$ cat src/rtl/branch_pc_unit.sv
// branch_pc_unit: branch/jump resolution, next-PC generation and the PC register
// for the single-cycle RV32I core. It consumes br_less/br_equal from the branch
// comparator and returns br_un to it. A misaligned taken target parks the core
// in TRAP until reset.
// Optional build macro: BRANCH_STATS_EN adds branch/jump event counters.
// Only XLEN = 32 is supported.
module branch_pc_unit #(
  parameter int              XLEN     = 32,
  parameter logic [XLEN-1:0] RESET_PC = '0
) (
  input  logic            clk,
  input  logic            rst,
  input  logic            stall,
  input  logic            is_branch,
  input  logic            is_jal,
  input  logic            is_jalr,
  input  logic [2:0]      funct3,
  input  logic            br_less,
  input  logic            br_equal,
  input  logic [XLEN-1:0] imm,
  input  logic [XLEN-1:0] rs1_data,
  output logic            br_un,
  output logic [XLEN-1:0] pc,
  output logic [XLEN-1:0] pc_four,
  output logic            br_taken,
  output logic [XLEN-1:0] pc_next,
  output logic            trap,
  output logic [XLEN-1:0] trap_pc
`ifdef BRANCH_STATS_EN
  ,
  output logic [31:0]     br_count,
  output logic [31:0]     br_taken_count,
  output logic [31:0]     jump_count
`endif
);

  typedef enum logic {RUN = 1'b0, TRAP = 1'b1} state_t;

  state_t          state_q, state_d;
  logic [XLEN-1:0] pc_q, pc_d;
  logic [XLEN-1:0] trap_pc_q, trap_pc_d;

  logic            br_cond;
  logic            taken_raw;
  logic [XLEN-1:0] target;
  logic            misaligned;
  logic            advance;

  // The signed/unsigned choice is encoded in funct3[1] for all branch types.
  assign br_un   = funct3[1];
  assign pc_four = pc_q + XLEN'(4);

  // Branch condition decode from the comparator flags.
  always_comb begin
    br_cond = 1'b0;
    case (funct3)
      3'b000:         br_cond = br_equal;
      3'b001:         br_cond = !br_equal;
      3'b100, 3'b110: br_cond = br_less;
      3'b101, 3'b111: br_cond = !br_less;
      default:        br_cond = 1'b0;
    endcase
  end

  // Resolve control transfer with JALR > JAL > branch priority.
  always_comb begin
    taken_raw = 1'b0;
    target    = pc_q + imm;
    if (is_jalr) begin
      taken_raw = 1'b1;
      target    = (rs1_data + imm) & ~XLEN'(1);
    end else if (is_jal) begin
      taken_raw = 1'b1;
    end else if (is_branch) begin
      taken_raw = br_cond;
    end
  end

  // Nothing is taken once trapped; the PC register is frozen there anyway.
  assign br_taken   = taken_raw && (state_q == RUN);
  assign pc_next    = br_taken ? target : pc_four;
  assign misaligned = br_taken && (target[1:0] != 2'b00);
  assign advance    = (state_q == RUN) && !stall && !misaligned;

  // Next-state logic for the RUN/TRAP machine and the PC registers.
  always_comb begin
    state_d   = state_q;
    pc_d      = pc_q;
    trap_pc_d = trap_pc_q;
    case (state_q)
      RUN: begin
        if (!stall) begin
          if (misaligned) begin
            trap_pc_d = pc_q;
            state_d   = TRAP;
          end else begin
            pc_d = pc_next;
          end
        end
      end
      TRAP: begin
        state_d = TRAP;
      end
      default: state_d = RUN;
    endcase
  end

  // State and PC registers; reset dominates stall and any trap condition.
  always_ff @(posedge clk) begin
    if (rst) begin
      state_q   <= RUN;
      pc_q      <= RESET_PC;
      trap_pc_q <= '0;
    end else begin
      state_q   <= state_d;
      pc_q      <= pc_d;
      trap_pc_q <= trap_pc_d;
    end
  end

  assign pc      = pc_q;
  assign trap    = (state_q == TRAP);
  assign trap_pc = trap_pc_q;

`ifdef BRANCH_STATS_EN
  logic [31:0] br_count_q, br_count_d;
  logic [31:0] br_taken_count_q, br_taken_count_d;
  logic [31:0] jump_count_q, jump_count_d;

  // Count only instructions that actually retire (not stalled, not trapping).
  always_comb begin
    br_count_d       = br_count_q;
    br_taken_count_d = br_taken_count_q;
    jump_count_d     = jump_count_q;
    if (advance) begin
      if (is_jalr || is_jal) begin
        jump_count_d = jump_count_q + 32'd1;
      end else if (is_branch) begin
        br_count_d = br_count_q + 32'd1;
        if (br_taken) begin
          br_taken_count_d = br_taken_count_q + 32'd1;
        end
      end
    end
  end

  // Counter registers, cleared by reset.
  always_ff @(posedge clk) begin
    if (rst) begin
      br_count_q       <= '0;
      br_taken_count_q <= '0;
      jump_count_q     <= '0;
    end else begin
      br_count_q       <= br_count_d;
      br_taken_count_q <= br_taken_count_d;
      jump_count_q     <= jump_count_d;
    end
  end

  assign br_count       = br_count_q;
  assign br_taken_count = br_taken_count_q;
  assign jump_count     = jump_count_q;
`else
  // advance only feeds the optional counters.
  logic unused_advance;
  assign unused_advance = advance;
`endif

endmodule

$ cat config.mk
export PLATFORM = sky130hd
export DESIGN_NAME = branch_pc_unit
export DESIGN_NICKNAME = d
export VERILOG_FILES = /design/src/rtl/branch_pc_unit.sv
export SDC_FILE = /design/constraint.sdc
export NUM_CORES = 1
export LEC_CHECK = 0
export ABC_AREA = 1
export BUFFER_PORTS_ARGS = -buffer_cell sky130_fd_sc_hd__buf_4
export CORE_ASPECT_RATIO = 1.1
export CORE_MARGIN = 8
export CORE_UTILIZATION = 51
export CTS_CLUSTER_DIAMETER = 40
export DETAILED_ROUTE_END_ITERATION = 6
export PLACE_DENSITY = 0.79
export SLEW_MARGIN = 20
export SYNTH_ARGS = -nofsm -noshare
export SYNTH_HDL_FRONTEND = slang
export SYNTH_SLANG_ARGS = --single-unit
$ cat constraint.sdc
create_clock -name clk -period 2 [get_ports clk]
set_input_delay 0.1 -clock clk [delete_from_list [all_inputs] [get_ports clk]]
set_output_delay 0.1 -clock clk [all_outputs]
set_load 0.03 [all_outputs]
==> flow_summary_export.csv, run 1 <==
group,metric,value,unit
run_status,run_status,"did not finish",
run_status,stop_stage,"global routing",
run_status,error_line,"[ERROR GRT-0232] Routing congestion too high. Check the congestion heatmap in the GUI.",
clock_tree,cts_buffers,9,
placement,port-buffer-count,205,
synthesis,synth.distinct_cells,45,
synthesis,synth.avg_cell_area,5.27,um2
placement,gp_congestion,0.939,
synthesis,synthArstFlopShare,0,%
synthesis,yosys_warnings,0,
floorplan,start_util,51.6,%
clock_tree,cts_root_buffer,"clkbuf_16",
floorplan,die_y,153,um
global_routing,grt_max_degree,41,
timing,worst_endpoint_kind,"output port",
floorplan,dieWidth,141,um
placement,pre_cts_ws,-274,ps
floorplan,ios,206,
synthesis,syn_inst,1653,
synthesis,synth_common_cells,"571 x nand2_1, 324 x inv_1, 172 x nor2_1",
synthesis,synth_most_common_cell,"nand2_1",
synthesis,synthesis.area,8720,um2
placement,placed_cell_area,12100,um2
placement,hpwlAfterDp,29.2,mm
synthesis,synth_top_area_share,24.6,%
synthesis,synth_area_leader_cell,"nand2_1",
synthesis,synth_edf_count,0,
synthesis,seq_area_frac_synth,14.9,%
global_routing,track_usage,80.8,%
floorplan,num_rows,50,
clock_tree,cts.sinks,65,
clock_tree,clk_path_buf_depth,2,
global_routing,gr-total-overflow,251,
synthesis,synth-main-ff-cell,"dfxtp_1",
clock_tree,h-tree-depth,3,
synthesis,ys_ff_latch,65,
synthesis,synth_area_leaders,"nand2_1 25%, dfxtp_1 15%, inv_1 14%",
timing,postGrtWorstEndpoint,"pc_next[20]",
synthesis,syn-num-nets,1792,
-- through the flow --
stage                     util [%]  instances  setup TNS [ps]  hold WS (ps)
after detailed placement      71.8       2215           -9510           432
after CTS                     84.7       2286          -18570           157
after global placement        71.8       2215           -6430           429
after floorplan                  -       1653            -937           315
-- routing by layer --
layer / track usage, % / overflow
met5: 44.2 / 2
met4: 81.1 / 88
met3: 72.4 / 10
met2: 94.2 / 148
met1: 77.7 / 3
-- what timing repair did --
action                     CTS
setup endpoints to repair  116
hold buffers                 0
pin swaps                   77
buffers inserted            54
gates cloned                 7
resized for setup          342
-- kinds of logic after synthesis --
| family | synth area share [%] |
|---|---|
| fa+ha+maj | 9.36 |
| xor+xnor | 2.91 |
| flops | 14.9 |
| compound gates | 10.9 |
| simple gates | 45.4 |
| buf+inv | 16.5 |
==> run 2: changes to the inputs <==
--- a/config.mk
+++ b/config.mk
@@ -7,12 +7,10 @@
 export LEC_CHECK = 0
 export ABC_AREA = 1
 export BUFFER_PORTS_ARGS = -buffer_cell sky130_fd_sc_hd__buf_4
-export CORE_ASPECT_RATIO = 1.1
 export CORE_MARGIN = 8
-export CORE_UTILIZATION = 51
-export CTS_CLUSTER_DIAMETER = 40
+export CORE_UTILIZATION = 40
 export DETAILED_ROUTE_END_ITERATION = 6
-export PLACE_DENSITY = 0.79
+export PLACE_DENSITY_LB_ADDON = 0.15
 export SLEW_MARGIN = 20
 export SYNTH_ARGS = -nofsm -noshare
 export SYNTH_HDL_FRONTEND = slang
==> constraint.sdc (replaced) <==
create_clock -name clk -period 2.6 [get_ports clk]
set_input_delay 0.13 -clock clk [delete_from_list [all_inputs] [get_ports clk]]
set_output_delay 0.13 -clock clk [all_outputs]
set_load 0.03 [all_outputs]
==> flow_summary_export.csv, run 2 <==
group,metric,value,unit
clock_tree,hold_buffers,0,
floorplan,dieWidth,164,um
synthesis,synthesis.area,8720,um2
route,wl_per_cell,16.3,um
clock_tree,path_clk_slew,60,ps
clock_tree,cts_root_buffer,"clkbuf_16",
floorplan,start_util,40.3,%
timing,fin_crit_sh,96.8,%
placement,pre_cts_ws,164,ps
timing,worst_pin_slew,861,ps
synthesis,seq_area_frac_synth,14.9,%
route,vias_per_cell,5.00,
synthesis,ys_ff_latch,65,
floorplan,core-area,21600,um2
finish,fin_cells,2157,
global_routing,grt_pass1_wl,52.5,mm
placement,hpwlAfterDp,28.4,mm
synthesis,synth_common_cells,"571 x nand2_1, 324 x inv_1, 172 x nor2_1",
timing,max_freq,0.397,GHz
synthesis,synth-main-ff-cell,"dfxtp_1",
synthesis,syn_inst,1653,
floorplan,die_area,26800,um2
run_status,run_status,"finished clean",
global_routing,gr-total-overflow,0,
synthesis,synthArstFlopShare,0,%
route,ant_nets,0,
finish,drive_gt1_share,21.4,%
timing,finalHoldViolCount,0,
pwr,power,6580,uW
synthesis,synth_top_area_share,24.6,%
route,drc,0,
synthesis,synth_area_leader_cell,"nand2_1",
synthesis,synth_area_leaders,"nand2_1 25%, dfxtp_1 15%, inv_1 14%",
placement,dpl.cell_count,2130,
global_routing,antenna_found_initial,0,
clock_tree,cts_tree,"done",
route,initialDrtViolationCount,864,
pwr,leakage,0.00668,uW
worst_setup_path,cp.required,2470,ps
finish,n_antenna_cell,0,
clock_tree,clk_path_buf_depth,2,
synthesis,synth_edf_count,0,
finish,postLayoutCoreUtil,53.7,%
global_routing,grt_pass1_vias,9989,
floorplan,num_rows,54,
finish,nNetsFinal,2011,
route,vias,10800,
worst_setup_path,cp_max_fo,6,
min_path,hp-class,"in -> reg",
synthesis,yosys_warnings,0,
timing,fin_ws,83.9,ps
synthesis,synth_most_common_cell,"nand2_1",
timing,drv_slew,0,
timing,rsz0062_at_grt,"true",
clock_tree,h-tree-depth,3,
synthesis,synth.distinct_cells,45,
global_routing,track_usage,25.0,%
timing,fin_skew,8.59,ps
floorplan,ios,206,
timing,fin_crit,2520,ps
placement,port-buffer-count,205,
global_routing,grt_max_degree,66,
clock_tree,worstSkewPairLatency,340,ps
clock_tree,cts.sinks,65,
finish,layout_commonest_cell,"nand2_1",
flow_run,cap_violations,0,
timing,max_slew_margin,42.5,%
finish,final_cell_mix,"547 x nand2_1, 322 x inv_1, 240 x buf_4, 155 x nor2_1, 119 x nand3_1",
placement,gp_congestion,0.922,
route,routed_wl,35.1,mm
worst_setup_path,crit_path_start_kind,"flop",
worst_setup_path,crit_path_end_kind,"primary output",
timing,setup_viol,0,
pwr,vdd_drop_max,0.576,mV
finish,syn2layout_area_growth,33.1,%
synthesis,syn-num-nets,1792,
floorplan,die_y,164,um
worst_setup_path,crit_arrival,2390,ps
clock_tree,cts_buffers,9,
worst_setup_path,crit_type,"reg -> out",
route,firstDrtPassIters,7,
pwr,power_density,567,nW/um2
synthesis,synth.avg_cell_area,5.27,um2
[run 2: repair_timing]
item	CTS	global route
endpoints found under the setup margin	17	20
pin swaps	4	21
setup buffers	2	9
resized for setup	25	107
[run 2: where the power goes]
group          total (uW)  internal [uW]  switching (uW)
Sequential           1260           1120             141
Clock                1310            802             503
Combinational        4020           1390            2620
[run 2: layer usage]
metal | track usage, % | up-vias | wire, um
li1 | - | 5560 | -
met1 | 32.9 | 4867 | 15700
met2 | 40.6 | 326 | 16100
met3 | 4.99 | 40 | 2620
met4 | 6.82 | 0 | 689
met5 | 0 | - | 0
[run 2: cell type report]
| class | count | area (um2) |
|---|---|---|
| inverter | 328 | 1230 |
| clock inverter | 5 | 61.3 |
| tap | 280 | 350 |
| fill | 2283 | 10000 |
| sequential | 65 | 1330 |
| multi-input combinational | 1224 | 6510 |
| clock buffer | 11 | 253 |
| timing repair buffer | 244 | 1860 |
[run 2: final timing paths]
check | start | endpoint | slack (ps) | cells after the start
setup / recovery | pc[3] | pc_next[15] | 80 | 11
hold / removal | rst | trap_pc[2] | 230 | 2
setup reg to reg | pc[0] | pc[20] | 310 | 11
hold reg to reg | trap_pc[27] | trap_pc[27] | 450 | 2
[run 2: cell families after synthesis]
group	after synthesis	synth area share [%]
xor+xnor	29	2.91
simple gates	949	45.4
buf+inv	364	16.5
flops	65	14.9
compound gates	182	10.9
fa+ha+maj	64	9.36
[run 2: through the flow]
stage          hold WS [ps]  area [um2]  TNS (ps)
6_report                225       11600         0
3_5_place_dp            444       10700         0
4_1_cts                 213       11100     -6.49
3_3_place_gp            434       10700         0
5_1_grt                 231       11600      -177
2_1_floorplan           355        8740         0
[run 2: critical path: stages, from the launching register on]
cell and delay (ps):
dfxtp_4 380, ha_4 300, nand2_1 120, nor2_2 130
nand3_1 80, nand2_1 130, nand2_2 100, nand3_1 90
nand2_1 50, o211ai_1 280, nand2_1 190, buf_4 210
No activity file was read; power rests on OpenSTA's default activity.
